<file path="config.mk">
export PLATFORM = sky130hd
export DESIGN_NAME = machin_pi_engine_flat
export DESIGN_NICKNAME = d
export VERILOG_FILES = /design/src/rtl/machin_pi_if.sv /design/src/rtl/machin_pi_engine.sv /design/src/flat_wrapper.sv
export SDC_FILE = /design/constraint.sdc
export NUM_CORES = 2
export LEC_CHECK = 0
export CAP_MARGIN = 20
export CORE_MARGIN = 2
export CORE_UTILIZATION = 50
export CTS_CLUSTER_DIAMETER = 50
export DETAILED_ROUTE_END_ITERATION = 8
export PLACE_DENSITY = 0.74
export SLEW_MARGIN = 20
export SYNTH_ARGS = -nofsm -noshare
export SYNTH_HDL_FRONTEND = slang
export SYNTH_SLANG_ARGS = --single-unit
export TNS_END_PERCENT = 1
</file>
<file path="constraint.sdc">
create_clock -name clk -period 66.5 [get_ports clk]
set_input_delay 13.3 -clock clk [delete_from_list [all_inputs] [get_ports clk]]
set_output_delay 13.3 -clock clk [all_outputs]
set_load 0.02 [all_outputs]
</file>
<file path="src/rtl/machin_pi_if.sv">
// machin_pi_if: start/done handshake and limb readout port of the pi engine
interface machin_pi_if #(
  parameter int TERM_W = 9,
  parameter int ADR_W = 6,
  parameter int LIMB_W = 10
);
  logic start;
  logic [TERM_W-1:0] n_terms;
  logic busy;
  logic done;
  logic [TERM_W-1:0] terms_done;
  logic [ADR_W-1:0] rd_addr;
  logic [LIMB_W-1:0] rd_data;
  modport master (output start, n_terms, rd_addr, input busy, done, terms_done, rd_data);
  modport slave (input start, n_terms, rd_addr, output busy, done, terms_done, rd_data);
endinterface

</file>
<file path="src/rtl/machin_pi_engine.sv">
// machin_pi_engine: multi-precision pi via Machin's formula over radix-10^D limbs
module machin_pi_engine #(
  parameter int L = 64,
  parameter int D = 3,
  parameter int LIMB_W = 10,
  parameter int MAX_TERMS = 511,
  parameter int TERM_W = 9,
  parameter int ADR_W = 6
) (
  input logic clk,
  input logic rst,
  machin_pi_if.slave bus
);
  localparam int R = 10 ** D;
  localparam int IW = $clog2(L);
  localparam int CW = $clog2(L + 2);
  localparam int VW = 2 * LIMB_W + 1;
  localparam int W1 = LIMB_W + 1;
  typedef enum logic [3:0] {IDLE, INIT, DIVA, DIVB1, DIVB2, SUB, DIVT, MERGE, FIN} state_t;
  state_t st;
  logic [LIMB_W-1:0] a [L];
  logic [LIMB_W-1:0] b [L];
  logic [LIMB_W-1:0] t [L];
  logic [LIMB_W-1:0] s [L];
  logic [CW-1:0] cnt;
  logic [TERM_W-1:0] k, n, terms_done;
  logic [LIMB_W-1:0] r, rd_data, src, div, q, rem;
  logic cy, nz, busy, done, valid, lv, last;
  logic [IW-1:0] fi, ri;
  logic [VW-1:0] val;
  logic [W1-1:0] dab, add, dst;
  assign bus.busy = busy;
  assign bus.done = done;
  assign bus.terms_done = terms_done;
  assign bus.rd_data = rd_data;
  // Limb addressing plus the shared divide, add and subtract datapath of the current pass
  always_comb begin
    lv = 32'(cnt) < L;
    last = 32'(cnt) == L + 1;
    fi = cnt[IW-1:0];
    ri = IW'(L - 1) - fi;
    src = st == DIVA ? a[fi] : st == DIVT ? t[fi] : b[fi];
    div = st == DIVA ? LIMB_W'(25) : st == DIVT ? LIMB_W'(2 * 32'(k) - 1) : LIMB_W'(239);
    val = VW'(r) * VW'(R) + VW'(src);
    q = LIMB_W'(val / VW'(div));
    rem = LIMB_W'(val % VW'(div));
    dab = {1'b0, a[ri]} - {1'b0, b[ri]} - W1'(cy);
    add = {1'b0, s[ri]} + {1'b0, t[ri]} + W1'(cy);
    dst = {1'b0, s[ri]} - {1'b0, t[ri]} - W1'(cy);
  end
  // Pass sequencer: L limb cycles, two trailing pipeline cycles, then the next pass
  always_ff @(posedge clk) begin
    if (rst) begin
      st <= IDLE;
      cnt <= '0;
      k <= '0;
      n <= '0;
      r <= '0;
      cy <= 1'b0;
      nz <= 1'b0;
      busy <= 1'b0;
      done <= 1'b0;
      terms_done <= '0;
      rd_data <= '0;
      valid <= 1'b0;
    end else begin
      done <= 1'b0;
      rd_data <= st == IDLE && !bus.start && valid && 32'(bus.rd_addr) < L ? s[bus.rd_addr[IW-1:0]] : '0;
      if (st != IDLE && st != FIN) cnt <= last ? '0 : cnt + CW'(1);
      case (st)
        IDLE: if (bus.start) begin
          n <= 32'(bus.n_terms) > MAX_TERMS ? TERM_W'(MAX_TERMS) : bus.n_terms;
          busy <= 1'b1;
          st <= INIT;
        end
        INIT: begin
          if (lv) begin
            a[fi] <= fi == '0 ? LIMB_W'(80) : '0;
            b[fi] <= fi == '0 ? LIMB_W'(956) : '0;
            t[fi] <= '0;
            s[fi] <= '0;
          end
          if (last) begin
            k <= '0;
            r <= '0;
            cy <= 1'b0;
            st <= n == '0 ? FIN : DIVA;
          end
        end
        DIVA, DIVB1, DIVB2, DIVT: begin
          if (lv) begin
            r <= rem;
            if (st == DIVA) a[fi] <= q;
            else if (st == DIVT) t[fi] <= q;
            else b[fi] <= q;
            if (q != '0) nz <= 1'b1;
          end
          if (last) begin
            r <= '0;
            if (st == DIVA) st <= DIVB1;
            else if (st == DIVB1) st <= DIVB2;
            else if (st == DIVB2) st <= SUB;
            else st <= MERGE;
          end
        end
        SUB: begin
          if (lv) begin
            t[ri] <= dab[LIMB_W] ? LIMB_W'(dab + W1'(R)) : dab[LIMB_W-1:0];
            cy <= dab[LIMB_W];
          end
          if (last) begin
            cy <= 1'b0;
            nz <= 1'b0;
            k <= k + TERM_W'(1);
            st <= DIVT;
          end
        end
        MERGE: begin
          if (lv) begin
            if (k[0]) begin
              s[ri] <= add >= W1'(R) ? LIMB_W'(add - W1'(R)) : add[LIMB_W-1:0];
              cy <= add >= W1'(R);
            end else begin
              s[ri] <= dst[LIMB_W] ? LIMB_W'(dst + W1'(R)) : dst[LIMB_W-1:0];
              cy <= dst[LIMB_W];
            end
          end
          if (last) begin
            cy <= 1'b0;
            st <= k == n || !nz ? FIN : DIVA;
          end
        end
        FIN: begin
          busy <= 1'b0;
          done <= 1'b1;
          terms_done <= k;
          valid <= 1'b1;
          st <= IDLE;
        end
        default: st <= IDLE;
      endcase
    end
  end
endmodule
</file>
<file path="src/flat_wrapper.sv">
// flat-port wrapper written by rule: the top's interface ports become plain ports
module machin_pi_engine_flat 
#(
  parameter int L = 64,
  parameter int D = 3,
  parameter int LIMB_W = 10,
  parameter int MAX_TERMS = 511,
  parameter int TERM_W = 9,
  parameter int ADR_W = 6
)
  (clk, rst, bus_start, bus_n_terms, bus_rd_addr, bus_busy, bus_done, bus_terms_done, bus_rd_data);
  machin_pi_if #(.TERM_W(TERM_W), .ADR_W(ADR_W), .LIMB_W(LIMB_W)) bus_i ();
  input logic clk;
  input logic rst;
  input wire logic [$bits(bus_i.start)-1:0] bus_start;
  input wire logic [$bits(bus_i.n_terms)-1:0] bus_n_terms;
  input wire logic [$bits(bus_i.rd_addr)-1:0] bus_rd_addr;
  output wire logic [$bits(bus_i.busy)-1:0] bus_busy;
  output wire logic [$bits(bus_i.done)-1:0] bus_done;
  output wire logic [$bits(bus_i.terms_done)-1:0] bus_terms_done;
  output wire logic [$bits(bus_i.rd_data)-1:0] bus_rd_data;
  assign bus_i.start = bus_start;
  assign bus_i.n_terms = bus_n_terms;
  assign bus_i.rd_addr = bus_rd_addr;
  assign bus_busy = bus_i.busy;
  assign bus_done = bus_i.done;
  assign bus_terms_done = bus_i.terms_done;
  assign bus_rd_data = bus_i.rd_data;
  machin_pi_engine #(.L(L), .D(D), .LIMB_W(LIMB_W), .MAX_TERMS(MAX_TERMS), .TERM_W(TERM_W), .ADR_W(ADR_W)) u_core (.clk(clk), .rst(rst), .bus(bus_i));
endmodule
</file>
==> flow_summary.ini <==
[power_and_ir_drop]
pwr-share-comb_pct = 9.4
power.internal_mw = 2.97
power_frac_clock_pct = 44.4
p_total_mw = 3.93
p_sw_share_pct = 24.5
power_density_mw_per_mm2 = 26.7
power_leakage_nw = 48.0
power_frac_seq_pct = 46.2
vdd_drop_max_uv = 24.2
net-switching-power_uw = 961

[floorplanning]
io_pins = 39
chipWidth_um = 515
initial_utilization_pct = 50.3
coreArea_mm2 = 0.260
dieArea_mm2 = 0.265
die_h_um = 515
num_rows = 187

[global_route]
grt.overflow.total = 0
grt_pass1_vias = 89800
grt_usage_pct = 33.0
grt_max_degree = 119
grt_antenna_before_repair = 32
grt_pass1_wl_mm = 639

[routing]
routed_wl_mm = 449
drc_errors = 2
routed_via_density = 7.58
first_pass_iters = 9
drt_first_iter_violations = 19000
drtAntennaViolNets = 0
wl_per_cell_um = 36.0
vias = 94500

[timing]
tns_ns = 0
tightest_slew_ns = 1.31
slew_viol_final = 0
fin_crit_ns = 60.68
finClkSkew_ns = 0.151
timing.final.crit_share_pct = 91.2
rsz0062_at_grt = no
hold_viol = 0
setup_violations = 0
slew_headroom_pct = 12.0
clock.fmax_mhz = 16.5

[cts]
hold_buffers = 0
path_clk_slew_ns = 0.06
numCtsBuffers = 313
cts_root_buf = clkbuf_16
cts_setup_buffers = 0
htreeDepth = 5
cts_tree = yes
cts_sinks = 2629
clockBufferDepth = 4
clock_latency_ns = 0.96
cts_resized = 0

[cells_and_area]
drive_gt1_share_pct = 21.1
final-seq-area_mm2 = 0.0783
synthToLayoutAreaGrowth_pct = 12.7
multi_input_area_mm2 = 0.0501
fillCellCount = 19300
nets = 9089
fin_area_mm2 = 0.147
final_util_pct = 56.7

[yosys]
synth_edf_count = 2560
ys.flop_type = edfxtp_1
synth_seq_cells = 2629
synth-adder-area-share_pct = 2.92
synthMostInstantiatedCell = edfxtp_1
synthMuxAreaShare_pct = 14.6
synth_top_family_by_area = multiplexers
synthXorXnorAreaFrac_pct = 1.34
ys_async_sr_fraction_pct = 0
synth_fp_nets = 8972
synth.area.top_cells = edfxtp_1 59%, mux4_2 14%, a22oi_1 5.2%
yosysWarnings = 0
yosysTopAreaCell = edfxtp_1
synth-simple-area-share_pct = 5.56
synthCells = 8672
yosys-top-cells-count = 2,560 x edfxtp_1, 898 x a22oi_1, 784 x mux4_2
synth_compound_area_share_pct = 13.4
synth_cell_type_count = 106
yosysSeqAreaShare_pct = 59.9
avgSynthCellArea_um2 = 15.1
netlist_area_mm2 = 0.131
netlist.area_leader.share_pct = 58.9

[critical_path]
max_stage_delay_ns = 0.86
startpoint_type = flip-flop
slowest_stage = nor2_2
r2r-end = u_core.t[22][0]
r2r_setup_slack_ns = 5.82
cp.required_ns = 67.05
worst_setup_path_end_kind = flip-flop
crit_type = reg -> reg
cp_max_fo = 64
critical_path_arrival_ns = 61.22
worstRegToRegCells = 240
crit_path_frequent_cell = o21a_1

[outcome]
violations = design-rule violations
run_status = finished with violations

[placed_design]
placed_area_mm2 = 0.137
port_buffers = 38
dp_hpwl_mm = 280
gp_congestion = 0.985

[min_path]
hold_path.class = reg -> reg
hold_path_end = u_core.bus.terms_done[6]
hold_depth = 2
min_from = u_core.bus.terms_done[6]

[job]
max-cap-violations = 0
[per-layer routing]
layer  wire, µm  share of wire (%)  global-route usage [%]
met5        267              0.059                  0.0913
met4      28900                6.4                    17.5
met3      78200                 17                    12.5
met2     193000                 43                    47.6
met1     149000                 33                    43.3
[worst max path at each step]
stage	cells past startpoint	end	startpoint	slack [ns]
after floorplan	248	u_core.t[0][0]	flip-flop	12.30
after global placement	241	u_core.t[10][0]	flip-flop	8.07
after detailed placement	239	u_core.t[40][0]	flip-flop	6.48
after CTS	239	u_core.t[51][0]	flip-flop	6.27
after global routing	241	u_core.t[18][0]	flip-flop	0.71
final	240	u_core.t[22][0]	flip-flop	5.82
[cell usage in the layout (no fill, tap or decap), types with 33 or more instances in the layout]
cell type	instances
a211oi_1	37
a21o_1	68
a21oi_1	221
a221oi_1	189
a22o_1	207
a22oi_1	898
a31oi_1	181
a41oi_1	44
and2_1	38
and3_1	46
buf_4	355
bufinv_16	33
clkbuf_1	40
clkbuf_16	320
clkdlybuf4s50_1	34
clkinv_1	48
clkinv_2	43
dfxtp_1	62
edfxtp_1	2560
fa_1	38
ha_1	244
inv_1	159
mux2_2	44
mux2i_1	83
mux4_2	784
nand2_1	281
nand2b_1	42
nand3_1	103
nand4_1	111
nor2_1	418
nor2_2	64
nor2b_1	61
nor3_1	113
nor4_1	66
o21a_1	53
o21ai_0	111
o22ai_1	69
o31ai_1	46
xnor2_1	135
xor2_1	64
[cell type report]
cell class	count	share of cell area (%)
inverters	164	0.423
flip-flops and latches	2629	53.2
multi-input cells	5270	34.0
clock inverters	206	1.53
clock buffers	362	5.56
diodes	17	0.0289
well taps	3402	2.89
repair buffers	411	2.32
[registers in the layout, summed over array words and instances, names as in the netlist, named ones only]
| signal | flops |
|---|---|
| u_core.a | 640 |
| u_core.b | 640 |
| u_core.bus.busy | 1 |
| u_core.bus.done | 1 |
| u_core.bus.rd_data | 10 |
| u_core.bus.terms_done | 9 |
| u_core.cnt | 7 |
| u_core.cy | 1 |
| u_core.k | 9 |
| u_core.n | 9 |
| u_core.nz | 1 |
| u_core.r | 10 |
| u_core.s | 640 |
| u_core.st | 4 |
| u_core.t | 640 |
| u_core.valid | 1 |
[per-stage QoR]
stage	hold WS, ns	instances	setup slack [ns]
6_report	0.454	12500	5.82
5_1_grt	0.476	12400	0.706
4_1_cts	0.456	12400	6.27
3_5_place_dp	0.448	11900	6.48
3_3_place_gp	0.445	11900	8.07
2_1_floorplan	0.432	8672	12.30
[worst max-delay path, delay by kind of cell (launching register included)]
kind / cells / cell delay [ns]
AO/OA/AOI/OAI: 120 / 27.57
XOR/XNOR: 9 / 1.92
adder cells (fa/ha/maj): 21 / 7.13
buffers and inverters: 17 / 5.78
flip-flops: 1 / 0.71
multiplexers: 8 / 3.28
AND/OR/NAND/NOR: 65 / 13.53
[power groups by stage]
stage / Clock (mW) / Combinational [mW] / Sequential (mW)
floorplan: 0 / 0.235 / 1.85
global placement: 0 / 0.336 / 1.85
detailed placement: 0 / 0.353 / 1.85
CTS: 1.74 / 0.356 / 1.82
global route: 1.81 / 0.371 / 1.82
finish: 1.74 / 0.369 / 1.82
[kinds of logic (layout without fill, tap and decap cells)]
group,count (synthesis),in the layout
other cells,0,17
mux,913,913
flops,2629,2629
simple gates,1496,1496
compound gates,2380,2380
buf+inv,773,1143
fa+ha+maj,282,282
xor+xnor,199,199
Power figures use the tool's default switching activity.
